**src/rtl/proc_param_pkg.sv**
```systemverilog
// Shared definitions for processador_param: opcodes, FSM encoding and IR field offsets.
package proc_param_pkg;

  localparam logic [3:0] OP_MV   = 4'd0;
  localparam logic [3:0] OP_MVI  = 4'd1;
  localparam logic [3:0] OP_ADD  = 4'd2;
  localparam logic [3:0] OP_SUB  = 4'd3;
  localparam logic [3:0] OP_LD   = 4'd4;
  localparam logic [3:0] OP_ST   = 4'd5;
  localparam logic [3:0] OP_MVNZ = 4'd6;
  localparam logic [3:0] OP_AND  = 4'd7;
  localparam logic [3:0] OP_OR   = 4'd8;
  localparam logic [3:0] OP_XOR  = 4'd9;
  localparam logic [3:0] OP_SLT  = 4'd10;
  localparam logic [3:0] OP_SHL  = 4'd11;
  localparam logic [3:0] OP_SHR  = 4'd12;
  localparam logic [3:0] OP_HALT = 4'd13;
  localparam logic [3:0] OP_MUL  = 4'd14;
  localparam logic [3:0] OP_NOP  = 4'd15;

  typedef enum logic [2:0] {
    S_FETCH,
    S_FWAIT,
    S_EX1,
    S_EX2,
    S_EX3,
    S_MWAIT,
    S_HALT
  } state_e;

  typedef enum logic [1:0] {
    WB_RY,
    WB_G,
    WB_DIN
  } wb_sel_e;

  // IR layout: {op[3:0], rX, rY} in the low bits of the word
  function automatic int unsigned ir_w(input int unsigned reg_w);
    return 2 * reg_w + 4;
  endfunction

  function automatic int unsigned op_lsb(input int unsigned reg_w);
    return 2 * reg_w;
  endfunction

  function automatic int unsigned rx_lsb(input int unsigned reg_w);
    return reg_w;
  endfunction

endpackage

```
**src/rtl/ula_param.sv**
```systemverilog
// Combinational ALU for processador_param; opcode 14 is mul only when PROC_MULT_EN is defined.
module ula_param
  import proc_param_pkg::*;
#(
  parameter int unsigned DATA_W = 16
) (
  input  logic [3:0]        op,
  input  logic [DATA_W-1:0] in1,
  input  logic [DATA_W-1:0] in2,
  output logic [DATA_W-1:0] result_c,
  output logic              zero_c
);

  logic [3:0] sh_amt;
  logic       sh_over;

  assign sh_amt  = in2[3:0];
  assign sh_over = (32'(sh_amt) >= DATA_W);

  always_comb begin
    result_c = '0;
    case (op)
      OP_ADD:  result_c = in1 + in2;
      OP_SUB:  result_c = in1 - in2;
      OP_AND:  result_c = in1 & in2;
      OP_OR:   result_c = in1 | in2;
      OP_XOR:  result_c = in1 ^ in2;
      OP_SLT:  result_c = DATA_W'($signed(in1) < $signed(in2));
      OP_SHL:  result_c = sh_over ? '0 : (in1 << sh_amt);
      OP_SHR:  result_c = sh_over ? '0 : (in1 >> sh_amt);
`ifdef PROC_MULT_EN
      OP_MUL:  result_c = DATA_W'(in1 * in2);
`endif
      default: result_c = '0;
    endcase
  end

  assign zero_c = (result_c == '0);

endmodule

```
**src/rtl/processador_param.sv**
```systemverilog
// Parametrised multicycle core with wait-state memory handshake, halt and debug read port.
// Define PROC_MULT_EN to make opcode 14 a mul; without it opcode 14 retires as a nop.
module processador_param
  import proc_param_pkg::*;
#(
  parameter int unsigned DATA_W = 16,
  parameter int unsigned REG_W  = 3
) (
  input  logic              clock,
  input  logic              resetn,
  input  logic              run,
  input  logic [DATA_W-1:0] DIN,
  input  logic              mem_ready,
  output logic [DATA_W-1:0] ADDR_out,
  output logic [DATA_W-1:0] DOUT_out,
  output logic              W_out,
  output logic              done,
  output logic              halted,
  output logic [DATA_W-1:0] pc_out,
  input  logic [REG_W-1:0]  dbg_sel,
  output logic [DATA_W-1:0] dbg_data
);

  localparam int unsigned      NREGS  = 2 ** REG_W;
  localparam int unsigned      IR_W   = ir_w(REG_W);
  localparam int unsigned      OP_LSB = op_lsb(REG_W);
  localparam int unsigned      RX_LSB = rx_lsb(REG_W);
  localparam logic [REG_W-1:0] PC_SEL = REG_W'(NREGS - 1);

  logic [DATA_W-1:0] regs [NREGS];
  logic [IR_W-1:0]   ir;
  logic [DATA_W-1:0] a_reg;
  logic [DATA_W-1:0] g_reg;
  logic              z_flag;
  state_e            state;
  state_e            state_nxt;

  logic [3:0]        op;
  logic [REG_W-1:0]  rx;
  logic [REG_W-1:0]  ry;
  logic [DATA_W-1:0] rx_val;
  logic [DATA_W-1:0] ry_val;
  logic [DATA_W-1:0] alu_res;
  logic              alu_zero;
  logic [DATA_W-1:0] wb_data;

  logic    pc_inc, addr_pc, addr_ry, dout_ld, w_set, w_clr;
  logic    ir_ld, a_ld, g_ld, rf_we, retire;
  wb_sel_e wb_sel;

  assign op       = ir[OP_LSB +: 4];
  assign rx       = ir[RX_LSB +: REG_W];
  assign ry       = ir[REG_W-1:0];
  assign rx_val   = regs[rx];
  assign ry_val   = regs[ry];
  assign pc_out   = regs[PC_SEL];
  assign dbg_data = regs[dbg_sel];

  ula_param #(.DATA_W(DATA_W)) u_ula (
    .op       (op),
    .in1      (a_reg),
    .in2      (ry_val),
    .result_c (alu_res),
    .zero_c   (alu_zero)
  );

  always_comb begin
    wb_data = ry_val;
    case (wb_sel)
      WB_G:    wb_data = g_reg;
      WB_DIN:  wb_data = DIN;
      default: wb_data = ry_val;
    endcase
  end

  always_ff @(posedge clock) begin
    if (!resetn) begin
      state <= S_FETCH;
    end else if (run) begin
      state <= state_nxt;
    end
  end

  // Next state plus datapath strobes for the current state
  always_comb begin
    state_nxt = state;
    pc_inc    = 1'b0;
    addr_pc   = 1'b0;
    addr_ry   = 1'b0;
    dout_ld   = 1'b0;
    w_set     = 1'b0;
    w_clr     = 1'b0;
    ir_ld     = 1'b0;
    a_ld      = 1'b0;
    g_ld      = 1'b0;
    rf_we     = 1'b0;
    retire    = 1'b0;
    wb_sel    = WB_RY;
    case (state)
      S_FETCH: begin
        addr_pc   = 1'b1;
        pc_inc    = 1'b1;
        state_nxt = S_FWAIT;
      end
      S_FWAIT: begin
        if (mem_ready) begin
          ir_ld     = 1'b1;
          state_nxt = S_EX1;
        end
      end
      S_EX1: begin
        case (op)
          OP_MV: begin
            rf_we  = 1'b1;
            retire = 1'b1;
          end
          OP_MVI: begin
            addr_pc   = 1'b1;
            pc_inc    = 1'b1;
            state_nxt = S_MWAIT;
          end
          OP_LD: begin
            addr_ry   = 1'b1;
            state_nxt = S_MWAIT;
          end
          OP_ST: begin
            addr_ry   = 1'b1;
            dout_ld   = 1'b1;
            w_set     = 1'b1;
            state_nxt = S_MWAIT;
          end
          OP_MVNZ: begin
            rf_we  = !z_flag;
            retire = 1'b1;
          end
          OP_ADD, OP_SUB, OP_AND, OP_OR, OP_XOR, OP_SLT, OP_SHL, OP_SHR: begin
            a_ld      = 1'b1;
            state_nxt = S_EX2;
          end
`ifdef PROC_MULT_EN
          OP_MUL: begin
            a_ld      = 1'b1;
            state_nxt = S_EX2;
          end
          OP_NOP:  retire = 1'b1;
`else
          OP_MUL, OP_NOP: retire = 1'b1;
`endif
          OP_HALT: state_nxt = S_HALT;
          default: retire = 1'b1;
        endcase
      end
      S_EX2: begin
        g_ld      = 1'b1;
        state_nxt = S_EX3;
      end
      S_EX3: begin
        rf_we  = 1'b1;
        wb_sel = WB_G;
        retire = 1'b1;
      end
      S_MWAIT: begin
        if (mem_ready) begin
          if (op == OP_ST) begin
            w_clr = 1'b1;
          end else begin
            rf_we  = 1'b1;
            wb_sel = WB_DIN;
          end
          retire = 1'b1;
        end
      end
      S_HALT:  state_nxt = S_HALT;
      default: state_nxt = S_FETCH;
    endcase
    if (retire) begin
      state_nxt = S_FETCH;
    end
  end

  // Datapath; the rX write comes last so a write to the PC overrides its increment
  always_ff @(posedge clock) begin
    if (!resetn) begin
      for (int unsigned i = 0; i < NREGS; i++) begin
        regs[REG_W'(i)] <= '0;
      end
      ir       <= '0;
      a_reg    <= '0;
      g_reg    <= '0;
      z_flag   <= 1'b0;
      ADDR_out <= '0;
      DOUT_out <= '0;
      W_out    <= 1'b0;
      done     <= 1'b0;
      halted   <= 1'b0;
    end else if (run) begin
      done   <= retire;
      halted <= (state_nxt == S_HALT);
      if (pc_inc)  regs[PC_SEL] <= regs[PC_SEL] + DATA_W'(1);
      if (addr_pc) ADDR_out <= regs[PC_SEL];
      if (addr_ry) ADDR_out <= ry_val;
      if (dout_ld) DOUT_out <= rx_val;
      if (w_set)   W_out <= 1'b1;
      if (w_clr)   W_out <= 1'b0;
      if (ir_ld)   ir <= DIN[IR_W-1:0];
      if (a_ld)    a_reg <= rx_val;
      if (g_ld) begin
        g_reg  <= alu_res;
        z_flag <= alu_zero;
      end
      if (rf_we)   regs[rx] <= wb_data;
    end
  end

endmodule

```
**config.mk**
```make
export PLATFORM = sky130hd
export DESIGN_NAME = processador_param
export DESIGN_NICKNAME = d
export VERILOG_FILES = /design/src/rtl/proc_param_pkg.sv /design/src/rtl/ula_param.sv /design/src/rtl/processador_param.sv
export SDC_FILE = /design/constraint.sdc
export NUM_CORES = 1
export LEC_CHECK = 0
export CAP_MARGIN = 25
export CORE_UTILIZATION = 63
export CTS_BUF_LIST = sky130_fd_sc_hd__clkbuf_8
export DETAILED_ROUTE_END_ITERATION = 8
export PLACE_DENSITY = 0.84
export REMOVE_ABC_BUFFERS = 1
export SYNTH_ARGS = -nofsm -noshare
export SYNTH_HDL_FRONTEND = slang
export SYNTH_SLANG_ARGS = --single-unit
```
**constraint.sdc**
```tcl
create_clock -name clock -period 5.2 [get_ports clock]
set_input_delay 0.52 -clock clock [delete_from_list [all_inputs] [get_ports clock]]
set_output_delay 0.52 -clock clock [all_outputs]
set_load 0.02 [all_outputs]
```
### After elaboration in Yosys (flattened, before gate mapping)

Memories as Yosys holds them, arrays and structs flattened. A register that Yosys moved wholly into a read port is not among the register bits.
Cells that the tools add are included.
Widths: inputs -> output; s select.

* word-level logic and storage cells: 112
* bits in latches: 0
* output and inout bits: 67
* ROM bits: 0
* flip-flop bits (word level): 81
* memory bits (writable): 128
* bits of input ports: 23
* memories kept: 1

* shifts and indexed selects: 2
* reductions and logical operators: 18
* divide/modulo/power cells: 0
* mux-type cells: 49
* multipliers: 0
* magnitude comparators: 1
* $add $sub $neg: 3
* bitwise gates (word level): 4
* equal/unequal tests: 24

Memories
* regs: words 8, bits a word 16, rd ports 4, clocked after memory_dff 2, write ports 8, line processador_param.sv:30 `logic [DATA_W-1:0] regs [NREGS];`

Operators by type and width (number)
* $pmux 16 s8: 1
* $mux 16: 4
* $eq 4x4->1 const B: 8
* $pmux 16 s2: 1
* $mux 1: 27
* $mux 3: 7
* $pmux 3 s6: 1
* $add 16x1->16 const B: 1
* $add 16x16->16: 1
* $and 16x16->16: 1
* $eq 4x3->1 const B: 4
* $logic_not 16->1: 1
* $lt 16x16->1: 1
* $or 16x16->16: 1
* $reduce_or 16->1: 1
* $shl 16x4->16: 1
* $shr 16x4->16: 1
* $sub 16x16->16: 1
* $xor 16x16->16: 1
* $eq 3x3->1 const B: 4
* $reduce_and 2->1: 6
* $pmux 3 s3: 1
* $eq 4x2->1 const B: 2
* $reduce_or 8->1: 1
* other kinds (17): 23

### Longest topological paths before layout

* depth in word-level cells: 10
* depth in mapped cells: 20
* gate-level depth less buffers: 16

### By module

A second synthesis with hierarchy kept.

* cells, all modules: 1543
* area, all modules: 15526.1 um2

By module, submodules not included
* processador_param: instances 1, seq. area each 5585.4 um2, area an instance 11653.7 um2, cells each 1014
* ula_param: instances 1, seq. area each 0.0 um2, area an instance 3872.5 um2, cells each 529

### Worst setup path after synthesis

Ideal clock, no wire load.

* path kind: flip-flop to flip-flop
* from: reg with a tool-made name
* to: reg z_flag
* library setup time: 0.069 ns
* required time: 5.131 ns
* period minus slack after synthesis: 4.404 ns
* stages on the path, launching flop included: 18
* path slack: 0.796 ns
* data arrival time: 4.335 ns
* cells stage by stage: dfxtp_1 > buf_6 > buf_6 > buf_1 > mux4_2 > mux2_2 > inv_1 > ha_1 > and2_1 > a41o_1 > o21ai_0 > a21boi_0 > o21a_1 > o32a_1 > nor4_1 > and4b_1 > nand4_1 > o21ai_1

RTL lines
* end signal, assigned: line processador_param.sv:209 `z_flag <= alu_zero;`
* end, declared: line processador_param.sv:34 `logic z_flag;`

==> results by group <==
Layout
  • Antenna cell count: 0
  • Most frequent standard cell in the layout excluding fill and tap cells: nor2_1
  • Layout overhead on the synthesized area: 13.5%
  • Top register by number of flip-flops: regs
  • Post-layout nets: roughly 1700
  • Final standard cell count with taps included and fillers excluded: 1986
  • Post-layout instance area: between 15000 and 20000 sq um
  • Number of flip-flops under the largest register name: approximately 130
  • Most frequent cells in the layout: 234 x nor2_1, 128 x edfxtp_1, 107 x nand2_1, 101 x a21oi_1, 94 x mux4_2
  • Share of final-layout standard cells stronger than drive strength 1: 16.0%

Power
  • Leakage power summed over all cells: ~6.5 nW
  • Total power per unit cell area: 250 nW/um^2
  • Peak supply drop: ~0.25 mV
  • Power after layout: 4.38 mW

GRT
  • Via count of the first global-routing pass: ~15000
  • Global Route Usage Sum: 51.3%
  • First-pass GRT wire length: slightly above 90 mm
  • Number of antenna violations at the first check in global routing: 0
  • Pin count of the biggest net entering global routing: 77
  • Residual overflow from global routing: 0

Timing
  • Fin Setup TNS: 0 ps
  • Relative slew slack: a little over an eighth
  • Unrepaired setup endpoints after global routing: false
  • Actual transition at the worst max-transition pin: approximately 1300 ps
  • Portion of the clock cycle consumed by the worst path in the final layout: a little over nine tenths
  • Worst-case clock skew: approximately 50 ps
  • Fin. max-slew vios: 0
  • Post-route minimum period: a little under 5000 ps
  • Maximum clock frequency: ~0.2 GHz
  • Setup violations, final: 0
  • Number of endpoints with negative hold slack in the final report: 0

Floorplanning
  • Initial Utilization: 64.9%
  • Horiz. Die Dim: around 160 um
  • DIE AREA: 25100 sq um
  • Core Region: between 20000 and 25000 sq um
  • # rows: 56
  • # IOs: 90
  • Y dimension of the die: ~160 um

CTS
  • Clock tree sinks: roughly 220
  • Setup bufs post-CTS: 0
  • Post-cts resize count: 0
  • H-tree lvl count: 2
  • Source-to-sink clock delay at the later pin of the worst-skew pair: roughly 590 ps
  • Clk buf depth: 3
  • Clock slew at the register clock pins of the worst setup and hold paths: around 70 ps
  • Clock tree from TritonCTS: done
  • Clk Tree Root Cell: clkbuf_8
  • Quantity of hold-fixing buffers added after cts: 0
  • Number of buffers inserted during clock tree synthesis: 37

Routing
  • First-pass DRT Iterations: 9
  • Number of vias per cell: approximately 8
  • Wire length after detailed routing: ~67 mm
  • Detailed-route DRC error count: 39
  • DR iter-0 viols: ~3100
  • Metal-1 WL: approximately 21 mm
  • Total met2 wirelength after detailed routing: 28.2 mm
  • Routed wire per std cell: around 34 um
  • Top layer in use: met5
  • Number of vias after detailed routing: 15923
  • Total met3 wirelength after detailed routing: about 11 mm
  • Count of nets left with antenna violations after detail routing: 0

Synth
  • Number of enable-type register cells in the synthesized netlist: roughly 130
  • Share of flip-flops with an asynchronous set or reset after synthesis: 0%
  • Number of unique standard cell types used by synthesis: 84
  • Synthesis warning total: 0
  • Biggest area contributors in the synthesized netlist: edfxtp_1 25%, mux4_2 14%, dfxtp_1 11%
  • Area fraction of the dominant cell type after synthesis: about a quarter
  • Area leader, netlist: edfxtp_1
  • FF+latch count, synth: 215
  • Synthesized area per cell: roughly 9.8 sq um
  • Mapped Area: 15400 sq um
  • Share of synthesized area occupied by flip-flops and latches: 36.2%
  • Cell count after synthesis: around 1600
  • Most frequently used flop master after synthesis: edfxtp_1

Outcome
  • Violated checks: design-rule violations
  • Run status: finished, violations left

Worst setup path
  • Category of cells accounting for the largest share of critical-path delay: compound AO/OA/AOI/OAI gates
  • Critical path arrival: ~5400 ps
  • Cell repeated most along the worst path: buf_4
  • Critical-path top delay cell: dfxtp_1
  • Worst path max stage delay: 650 ps
  • Type of element capturing the critical path: flip-flop
  • Critical Path, Cell by Cell: buf_4 -> nor2b_1 -> a22oi_2 -> nand2_2 -> inv_2 -> buf_4 -> fa_1 -> o21bai_1 -> and4_1 -> o21ai_0 -> and3b_1 -> o31ai_1 -> a21oi_1 -> a211oi_1 -> and4b_1 -> nand4_1 -> o21ai_1
  • Crit path kind: flip-flop to flip-flop
  • Number of buffers and inverters on the critical path: 3
  • Required time reported for the critical path endpoint: about 5700 ps
  • Critical Path Start Type: flip-flop
  • Maximum net fanout on the critical path: 23

Hold path
  • Path class of the lowest-slack min-delay path: flip-flop to flip-flop

Placement
  • Cell count after placement: around 1900
  • Area after detailed placement: approximately 17000 sq um
  • Port Buffers: 89
  • RePlAce Congestion: approximately 1.1
  • Detailed Place HPWL: between 40 and 50 mm

Flow run
  • Max Cap Violations: 0
==> worst paths after layout <==
check | startpoint | to | slack, ps | cells after the start
worst min-delay path | g_reg[11] | g_reg[11] | 490 | 2
worst max-delay path | flip-flop | z_flag | 330 | 17
worst max register to register | flip-flop | z_flag | 330 | 17
worst min register to register | g_reg[11] | g_reg[11] | 490 | 2
==> worst min-delay path, delay by kind of cell, from the launching register on <==
kind,cells,cell delay (ps)
flip-flops,1,320
AND/OR/NAND/NOR,1,60
AO/OA/AOI/OAI,1,60
==> synthesized netlist by cell type (all sizes together) (32+ instances only) <==
cell type	number
nor2	237
edfxtp	128
nand2	108
a21oi	101
mux4	94
dfxtp	87
clkbuf	82
ha	62
o21ai	56
inv	49
mux2i	47
nand3	44
a211oi	38
nor2b	38
buf	33
mux2	32
==> power breakdown <==
part           internal [mW]  switching (mW)
clock network          0.824           0.833
logic                  0.290           0.479
registers               1.86          0.0957
total                   2.98            1.41
==> through the flow <==
stage	hold WS, ps	utilization [%]	setup WS (ps)
floorplan	432	-	-988
global placement	462	70.1	587
detailed placement	470	70.2	611
CTS	481	73.3	562
global route	521	73.7	289
finish	491	73.7	329
==> kinds of logic after synthesis <==
group	synth area share [%]
and+or+nand+nor	15.7
DFF	36.2
adders and majority gates	5.29
muxes	19.3
AOI/OAI and AO/OA	17.9
xor gates and xnor gates	1.36
buffers and inverters	4.26
==> layout make-up <==
type / count / area (sq um)
clock buffers: 40 / 551
clock inverters: 27 / 186
fillers: 1484 / 6250
inverters: 49 / 184
multi-input cells: 1193 / 9220
flip-flops and latches: 215 / 5590
well taps: 319 / 399
repair buffers: 143 / 1380
==> routing by layer <==
metal / global-route usage, % / vias to the layer above
li1: - / 6081
met1: 62.8 / 7268
met2: 76.8 / 1926
met3: 16.8 / 646
met4: 35.4 / 2
met5: 0 / -
No activity file was read; power rests on OpenSTA's default activity.
